--- config.mk ---
export PLATFORM = sky130hd
export DESIGN_NAME = mg_div16u
export DESIGN_NICKNAME = d
export VERILOG_FILES = /design/src/rtl/mg_div16u.sv
export SDC_FILE = /design/constraint.sdc
export NUM_CORES = 1
export LEC_CHECK = 0
export BUFFER_PORTS_ARGS = -buffer_cell sky130_fd_sc_hd__buf_2
export CAP_MARGIN = 10
export CORE_MARGIN = 1.5
export CORE_UTILIZATION = 50
export DETAILED_ROUTE_END_ITERATION = 12
export GPL_TIMING_DRIVEN = 0
export PLACE_DENSITY = 0.72
export REMOVE_ABC_BUFFERS = 1
export SYNTH_ARGS = -nofsm -noshare
export SYNTH_HDL_FRONTEND = slang
export SYNTH_SLANG_ARGS = --single-unit
--- constraint.sdc ---
create_clock -name clk -period 4.82 [get_ports clk]
set_clock_uncertainty 0.2 [all_clocks]
set_input_delay 0.241 -clock clk [delete_from_list [all_inputs] [get_ports clk]]
set_output_delay 0.241 -clock clk [all_outputs]
set_load 0.005 [all_outputs]
--- src/rtl/mg_div16u.sv ---
// -----------------------------------------------------------------------------
// mg_div16u -- unsigned iterative restoring divider, one quotient bit per cycle.
//
// Optional feature macro: MG_DIV_DBZ_FAST_EN
//   defined   : dbz port exists. A zero divisor finishes after a single BUSY
//               cycle, and dbz is raised with the result.
//   undefined : no dbz port. A zero divisor runs the full DW iterations. The
//               all-ones quotient and dividend[VW-1:0] remainder come out of
//               the normal algorithm.
//
// Parameters
//   DW : dividend / quotient width (default 16)
//   VW : divisor / remainder width (default 8), DW >= VW
//
// Ports
//   clk        in   clock, rising edge
//   rst_n      in   asynchronous active-low reset
//   in_valid   in   operands valid
//   in_ready   out  high only in IDLE
//   dividend   in   DW-bit unsigned dividend
//   divisor    in   VW-bit unsigned divisor
//   out_valid  out  high only in DONE
//   out_ready  in   consumer accepts the result
//   quotient   out  DW-bit registered quotient
//   remainder  out  VW-bit registered remainder
//   dbz        out  divide-by-zero flag (only with MG_DIV_DBZ_FAST_EN)
//
// Handshake: a transfer happens on a rising edge where valid && ready are both
// high. The producer keeps valid and data stable until that edge. in_valid is
// ignored, and the operands are not sampled, outside IDLE.
// -----------------------------------------------------------------------------
module mg_div16u #(
   parameter int DW = 16,
   parameter int VW = 8
) (
   input  logic          clk,
   input  logic          rst_n,
   input  logic          in_valid,
   output logic          in_ready,
   input  logic [DW-1:0] dividend,
   input  logic [VW-1:0] divisor,
   output logic          out_valid,
   input  logic          out_ready,
   output logic [DW-1:0] quotient,
   output logic [VW-1:0] remainder
`ifdef MG_DIV_DBZ_FAST_EN
   ,
   output logic          dbz
`endif
);

   localparam int CW = $clog2(DW + 1);

   typedef enum logic [1:0] {
      IDLE = 2'd0,
      BUSY = 2'd1,
      DONE = 2'd2
   } state_t;

   state_t        state_q, state_d;
   logic [CW-1:0] cnt_q, cnt_d;
   // Holds the dividend. It shifts left each iteration, and quotient bits
   // enter at the LSB. After DW steps it holds the quotient.
   logic [DW-1:0] dq_q, dq_d;
   logic [VW-1:0] dvs_q, dvs_d;
   logic [VW-1:0] rem_q, rem_d;
   logic [DW-1:0] quo_q, quo_d;
   logic [VW-1:0] rmd_q, rmd_d;
`ifdef MG_DIV_DBZ_FAST_EN
   logic          dbz_q, dbz_d;
`endif

   // One restoring step. The running remainder is always below the divisor,
   // so the difference fits in VW bits. With divisor == 0 every step
   // "subtracts" zero and keeps the low VW bits. That is what gives
   // quotient = all ones and remainder = dividend[VW-1:0].
   logic [VW:0]   shifted;
   logic          ge;
   logic [VW-1:0] rem_step;
   logic [DW-1:0] dq_step;

   always_comb begin
      shifted  = {rem_q, dq_q[DW-1]};
      ge       = (shifted >= {1'b0, dvs_q});
      rem_step = ge ? (shifted[VW-1:0] - dvs_q) : shifted[VW-1:0];
      dq_step  = {dq_q[DW-2:0], ge};
   end

   always_comb begin
      state_d = state_q;
      cnt_d   = cnt_q;
      dq_d    = dq_q;
      dvs_d   = dvs_q;
      rem_d   = rem_q;
      quo_d   = quo_q;
      rmd_d   = rmd_q;
`ifdef MG_DIV_DBZ_FAST_EN
      dbz_d   = dbz_q;
`endif
      case (state_q)
         IDLE: begin
            if (in_valid) begin
               state_d = BUSY;
               dq_d    = dividend;
               dvs_d   = divisor;
               rem_d   = '0;
               cnt_d   = CW'(DW);
            end
         end
         BUSY: begin
`ifdef MG_DIV_DBZ_FAST_EN
            if (dvs_q == '0) begin
               state_d = DONE;
               cnt_d   = '0;
               quo_d   = '1;
               rmd_d   = dq_q[VW-1:0];
               dbz_d   = 1'b1;
            end else
`endif
            begin
               dq_d  = dq_step;
               rem_d = rem_step;
               cnt_d = cnt_q - CW'(1);
               if (cnt_q == CW'(1)) begin
                  state_d = DONE;
                  quo_d   = dq_step;
                  rmd_d   = rem_step;
`ifdef MG_DIV_DBZ_FAST_EN
                  dbz_d   = 1'b0;
`endif
               end
            end
         end
         DONE: begin
            if (out_ready) state_d = IDLE;
         end
         default: state_d = IDLE;
      endcase
   end

   always_ff @(posedge clk or negedge rst_n) begin
      if (!rst_n) begin
         state_q <= IDLE;
         cnt_q   <= '0;
         dq_q    <= '0;
         dvs_q   <= '0;
         rem_q   <= '0;
         quo_q   <= '0;
         rmd_q   <= '0;
`ifdef MG_DIV_DBZ_FAST_EN
         dbz_q   <= 1'b0;
`endif
      end else begin
         state_q <= state_d;
         cnt_q   <= cnt_d;
         dq_q    <= dq_d;
         dvs_q   <= dvs_d;
         rem_q   <= rem_d;
         quo_q   <= quo_d;
         rmd_q   <= rmd_d;
`ifdef MG_DIV_DBZ_FAST_EN
         dbz_q   <= dbz_d;
`endif
      end
   end

   assign in_ready  = (state_q == IDLE);
   assign out_valid = (state_q == DONE);
   assign quotient  = quo_q;
   assign remainder = rmd_q;
`ifdef MG_DIV_DBZ_FAST_EN
   assign dbz       = dbz_q;
`endif

endmodule
==> flow_summary.toml, run 1 <==
[run_status]
outcome = "finished clean"

[layout]
n_antenna_cell = 0
instances_no_fill = 492
final_nets = 451
final_design_area_no_fill_um2 = 3860
regArea_um2 = 1580
multi_input_area_um2 = 1420
area_delta_synth_final_pct = 22.6
layout-drive-gt1-share_pct = 19.7
fillCellCount = 494

[floorplan]
initial_utilization_pct = 52.6
die_w_um = 82.4
rows = 28
dieArea_um2 = 6780
coreArea_um2 = 5990
die_h_um = 82.4
ios = 54

[route]
drtIter0Drc = 170
drc_errors = 0
drt_wl_total_um = 7090
drt-pass1-iter-count = 4
ant_nets = 0
vias = 2709
wl_per_cell_um = 14.4
routed_via_density = 5.51

[global_routing]
grt_max_degree = 64
antenna_found_initial = 0
grt_util_all_layers_pct = 23.5
grt_pass1_wl_um = 12000
grt_overflow = 0
grt_pass1_vias = 2592

[critical_path]
worstPathCellList = "nor2b_2 -> and2_1 -> nand4_1 -> o311ai_1"
critPathMaxStageDelay_ns = 0.99
worstPathMaxFanout = 29
cpMaxStageDelayCell = "and2_1"
crit_buf_inv = 0
critical_path.top_delay_family = "simple AND/OR/NAND/NOR gates"
cp-end-kind = "flip-flop"
arrival_ns = 2.65
required_ns = 4.86
start_kind = "flip-flop"
crit_type = "reg -> reg"

[logic_synthesis]
synth_mux_area_share_pct = 0.318
synthXorXnorAreaFrac_pct = 1.39
yosys_warnings = 0
syn_area_per_cell_um2 = 9.26
syn_area_um2 = 3150
synth.yosys.seq_area_share_pct = 50.1
synth_fa_ha_area_share_pct = 4.61
netlist_instances = 340
ys_async_sr_fraction_pct = 100
ys_types = 47
synth-compound-area-share_pct = 16.4
synth-simple-area-share_pct = 22.2
synth_ff_type = "dfrtp_1"
synth_top_family_by_area = "simple AND/OR/NAND/NOR gates"
synth-edff-count = 0
ys_seq_elements = 63

[cts]
clk_pin_slew_ns = 0.08
htree_levels = 3
cts_tree = "done"
numCtsBuffers = 9
cts_sinks = 63
cts_root_buf = "clkbuf_8"
clkLatencyLatePin_ns = 0.35
clock_path_buffers = 2
postCtsSetupBuffers = 0

[power]
leakagePower_nw = 1.90
ir_drop_mv = 0.400
p_comb_share_pct = 52.1
power_w = 0.00285
seq_power_share_pct = 33.7
powerDensity_nw_per_um2 = 738
p_switching_w = 0.00125
p_int_w = 0.00160
power_frac_clock_pct = 14.2
switching_share_pct = 43.9

[sta]
hold_viol = 0
slew_viol_final = 0
tns_ns = 0
fmax_mhz = 383
period_needed_ns = 2.61
tightest_slew_ns = 1.14
setup_viol = 0
max_slew_margin_pct = 24.1
timing.final.crit_share_pct = 54.1
rsz0062_at_grt = "no"

[placement]
dp.final_hpwl_um = 4370
portBuffers = 53
place_area_um2 = 3410
globalplace.congestion = 0.823
place_inst = 449

[hold_path]
hold_class = "reg -> reg"

[run]
cap_violations = 0
-- cells in the final DEF (no fill, tap or decap), types with 2 or more instances in the layout --
master and instances:
buf_8 2, clkinv_2 2, a22oi_1 15, a41oi_1 2, ha_1 10, clkbuf_8 9
a31oi_1 5, and2_1 2, dfrtp_1 63, o311ai_1 2, nand2b_1 2, nor2b_2 2
nor3_1 3, buf_2 52, inv_1 12, dlygate4sd3_1 26, nor2_1 12, o211ai_1 4
nand4_1 9, xnor2_1 3, xor2_1 2, a21oi_1 4, nand2_1 95, nand3_1 20
clkinvlp_4 3, and3_1 4, o21ai_0 24, o21ai_1 2, a21o_1 3, clkinv_4 2
-- state kept, by name, summed over array words and instances, names as in the netlist --
register   cells
quotient      16
remainder      8
state_q        2
dq_q          16
cnt_q          5
dvs_q          8
rem_q          8
-- what timing repair did --
action / 4_1_cts / 5_1_grt
gates resized for setup: 0 / 0
hold buffers: 26 / 0
hold endpoints to repair: 88 / 0
-- final cells by class --
type	instances	area share, %
tap	75	2.43
clock inverter	7	1.30
inverter	12	1.17
sequential	63	40.8
clock buffer	9	3.21
multi-input combinational	245	36.6
timing repair buffer	81	14.4
-- cell usage after synthesis, types with 2 or more instances --
master / instances / area, um2
o21ai_1: 2 / 10.0
nor2_1: 12 / 45.0
nand4_1: 9 / 56.3
and3_1: 4 / 25.0
inv_1: 12 / 45.0
o211ai_1: 4 / 30.0
buf_6: 3 / 33.8
nand2b_1: 2 / 12.5
dfrtp_1: 63 / 1580
and2_1: 2 / 12.5
a21oi_1: 4 / 20.0
xor2_1: 2 / 17.5
a41oi_1: 2 / 17.5
a21o_1: 3 / 22.5
a31oi_1: 5 / 31.3
nor2b_1: 2 / 12.5
ha_1: 10 / 125
nor3_1: 3 / 15.0
buf_2: 8 / 40.0
nand2_1: 95 / 357
nand3_1: 20 / 100
o311ai_1: 2 / 17.5
buf_4: 2 / 15.0
xnor2_1: 3 / 26.3
o21ai_0: 24 / 120
a22oi_1: 15 / 113
clkbuf_1: 7 / 26.3
-- kinds of logic (layout without fill, tap and decap cells) --
family / after synthesis / count (layout)
mux: 1 / 1
flops: 63 / 63
simple gates: 155 / 155
xor+xnor: 5 / 5
buf+inv: 32 / 109
fa+ha+maj: 11 / 11
compound gates: 73 / 73
-- power by group through the flow --
stage | Clock (W) | Combinational (W) | Sequential (W)
floorplan | 0 | 0.00106 | 0.000943
global placement | 0 | 0.00140 | 0.000959
detailed placement | 0 | 0.00144 | 0.000967
CTS | 0.000412 | 0.00147 | 0.000959
global route | 0.000443 | 0.00168 | 0.000999
finish | 0.000405 | 0.00148 | 0.000959
-- final timing paths --
path / end / start / slack [ns] / cells past startpoint
worst max-delay path: remainder[0] / state_q[1] / 2.21 / 4
worst min-delay path: quotient[2] / quotient[2] / 0.27 / 2
worst max register to register: remainder[0] / state_q[1] / 2.21 / 4
worst min register to register: quotient[2] / quotient[2] / 0.27 / 2
max in group asynchronous: quotient[12] / rst_n / 3.57 / 2
min in group asynchronous: dvs_q[6] / rst_n / 0.30 / 2
-- metrics by stage --
step                      util [%]  setup slack, ns  hold WS, ns
final                         64.5             2.21        0.269
after global routing          64.5             1.90        0.299
after CTS                     64.2             2.16        0.265
after detailed placement      57.0             2.16        0.181
after global placement        56.6            0.797        0.244
after floorplan                  -             1.98       -0.255
-- worst reg2reg max path: cells and delay by family, from the launching register on --
kind / cells / cell delay [ns]
AOI/OAI and AO/OA: 1 / 0.15
and+or+nand+nor: 3 / 1.75
DFF: 1 / 0.41
-- metal layers --
metal  vias up  GRT usage [%]  share of wire (%)
li1       1321              -                  -
met1      1298           31.9                 47
met2        79           35.4                 47
met3        11           4.51                4.6
met4         0           12.4                1.6
met5         -              0                  0
Power figures use the tool's default switching activity.
==> run 2: changes to the inputs <==
ABC_AREA = 1   (was default)
clock period = 2.47 ns   (was 4.82 ns; I/O delays follow)
==> flow_summary.toml, run 2 <==
[logic_synthesis]
yosys_warnings = 0
syn_area_um2 = 3140
synth.top_cell.area_share_pct = 50.2
synth_ff_type = "dfrtp_1"
ys_top_cells_by_count = "nand2_1, dfrtp_1, inv_1"
ys_types = 36
ys_seq_elements = 63
ys_async_sr_fraction_pct = 100
yosysTopAreaCell = "dfrtp_1"
netlist_instances = 363
synth-edff-count = 0
synth.yosys.seq_area_share_pct = 50.2
yosysMostFrequentCell = "nand2_1"
syn_area_per_cell_um2 = 8.66
ys_top_cells_by_area = "dfrtp_1, nand2_1, inv_1, o21ai_0, ha_1"

[placement]
globalplace.congestion = 0.817
place_inst = 480
portBuffers = 53
place_area_um2 = 3440
dp.final_hpwl_um = 4390

[route]
wl_per_cell_um = 13.2
drt-pass1-iter-count = 4
drt_wl_total_um = 6900
routed_via_density = 5.03
vias = 2633
ant_nets = 0
drtIter0Drc = 163
drc_errors = 0

[critical_path]
r2r_start = "state_q[1]"
r2r_cells = 6
crit_type = "reg -> reg"
critPathMaxStageDelay_ns = 0.46
r2r_setup_slack_ns = 0.33
rr_endpoint = "quotient[3]"
cp-end-kind = "flip-flop"
arrival_ns = 2.14
required_ns = 2.47
worstPathMaxFanout = 40
cpMaxStageDelayCell = "dfrtp_1"
start_kind = "flip-flop"
worstPathCellList = "nor2_8 -> inv_2 -> nor2_8 -> inv_2 -> nand2_1 -> o21ai_1"

[layout]
layout_commonest_cell = "nand2_1"
final_cell_mix = "nand2_1, dfrtp_1, buf_2"
area_delta_synth_final_pct = 24.3
fillCellCount = 494
multi_input_area_um2 = 1310
n_antenna_cell = 0
regArea_um2 = 1580
final_util_pct = 65.2
instances_no_fill = 523
layout-drive-gt1-share_pct = 21.2
final_design_area_no_fill_um2 = 3910
final_nets = 482

[global_routing]
antenna_found_initial = 0
grt_util_all_layers_pct = 22.6
grt_pass1_vias = 2592
grt_pass1_wl_um = 11600
grt_overflow = 0
grt_max_degree = 64

[hold_path]
hold_class = "in -> async"

[cts]
clk_pin_slew_ns = 0.08
clkLatencyLatePin_ns = 0.34
numCtsBuffers = 9
cts_sinks = 63
cts_root_buf = "clkbuf_8"
cts_tree = "done"
htree_levels = 3
clock_path_buffers = 2

[floorplan]
dieArea_um2 = 6770
ios = 54
initial_utilization_pct = 52.5
coreArea_um2 = 5990
die_h_um = 82.3
die_w_um = 82.3
rows = 28

[power]
ir_drop_mv = 0.654
powerDensity_nw_per_um2 = 1470
leakagePower_nw = 2.06

[run_status]
outcome = "finished clean"

[sta]
rsz0062_at_grt = "no"
tns_ns = 0
holdWs_ns = 0.203
fmax_mhz = 467
period_needed_ns = 2.14
timing.final.crit_share_pct = 86.7
hold_viol = 0
tightest_slew_ns = 0.953
slew_viol_final = 0
max_slew_margin_pct = 36.4
setup_viol = 0

[run]
cap_violations = 0
==> run 2: worst max-delay path by stage <==
stage / from / endpoint / slack (ns) / cells after the start
after floorplan: dq_q[15] / rem_q[4] / 0.65 / 11
after global placement: state_q[1] / rem_q[3] / 0.18 / 6
after detailed placement: state_q[1] / rem_q[4] / 0.12 / 6
after CTS: state_q[1] / rem_q[4] / 0.08 / 6
after global routing: state_q[1] / quotient[15] / 0.19 / 6
final: state_q[1] / quotient[3] / 0.33 / 6
==> run 2: stage by stage <==
stage | power, W | setup WS, ns
2_1_floorplan | 0.00404 | 0.650
3_3_place_gp | 0.00472 | 0.176
3_5_place_dp | 0.00479 | 0.124
4_1_cts | 0.00577 | 0.0803
5_1_grt | 0.00633 | 0.192
6_report | 0.00575 | 0.329
==> run 2: cell type report <==
type,instances,area share (%)
clock buffers,9,3.17
repair buffers,80,13.8
clock inverters,7,1.86
multi-input cells,239,33.6
inverters,50,4.80
flip-flops and latches,63,40.4
well taps,75,2.40
==> run 2: cell families after synthesis <==
group	count (synthesis)	share of synthesized area [%]
compound gates	63	11.5
xor+xnor	3	0.836
fa+ha+maj	11	4.62
buf+inv	61	8.12
flops	63	50.2
mux	2	0.637
simple gates	160	24.2
==> run 2: per-layer routing <==
metal	global-route usage, %	wire (um)	vias up
met4	8.31	104	0
met3	5.60	303	12
met2	37.6	3330	58
li1	-	-	1321
met5	0	0	-
met1	28.3	3170	1242
==> run 2: critical path, delay by kind of cell (launching register included) <==
kind	cells	cell delay [ns]
AOI/OAI and AO/OA	1	0.09
buffers and inverters	2	0.46
DFF	1	0.46
and+or+nand+nor	3	0.77
==> run 2: where the power goes <==
group | total (W) | switching [W] | internal, W
sequential | 0.00182 | 0.000285 | 0.00154
combinational | 0.00301 | 0.00185 | 0.00117
clock | 0.000910 | 0.000442 | 0.000467
==> run 2: timing repair <==
action / 4_1_cts / 5_1_grt
gates resized for setup: 0 / 1
hold buffers: 27 / 0
endpoints found under the hold margin: 91 / 0
buffers inserted: 0 / 0
setup endpoints to repair: 0 / 7
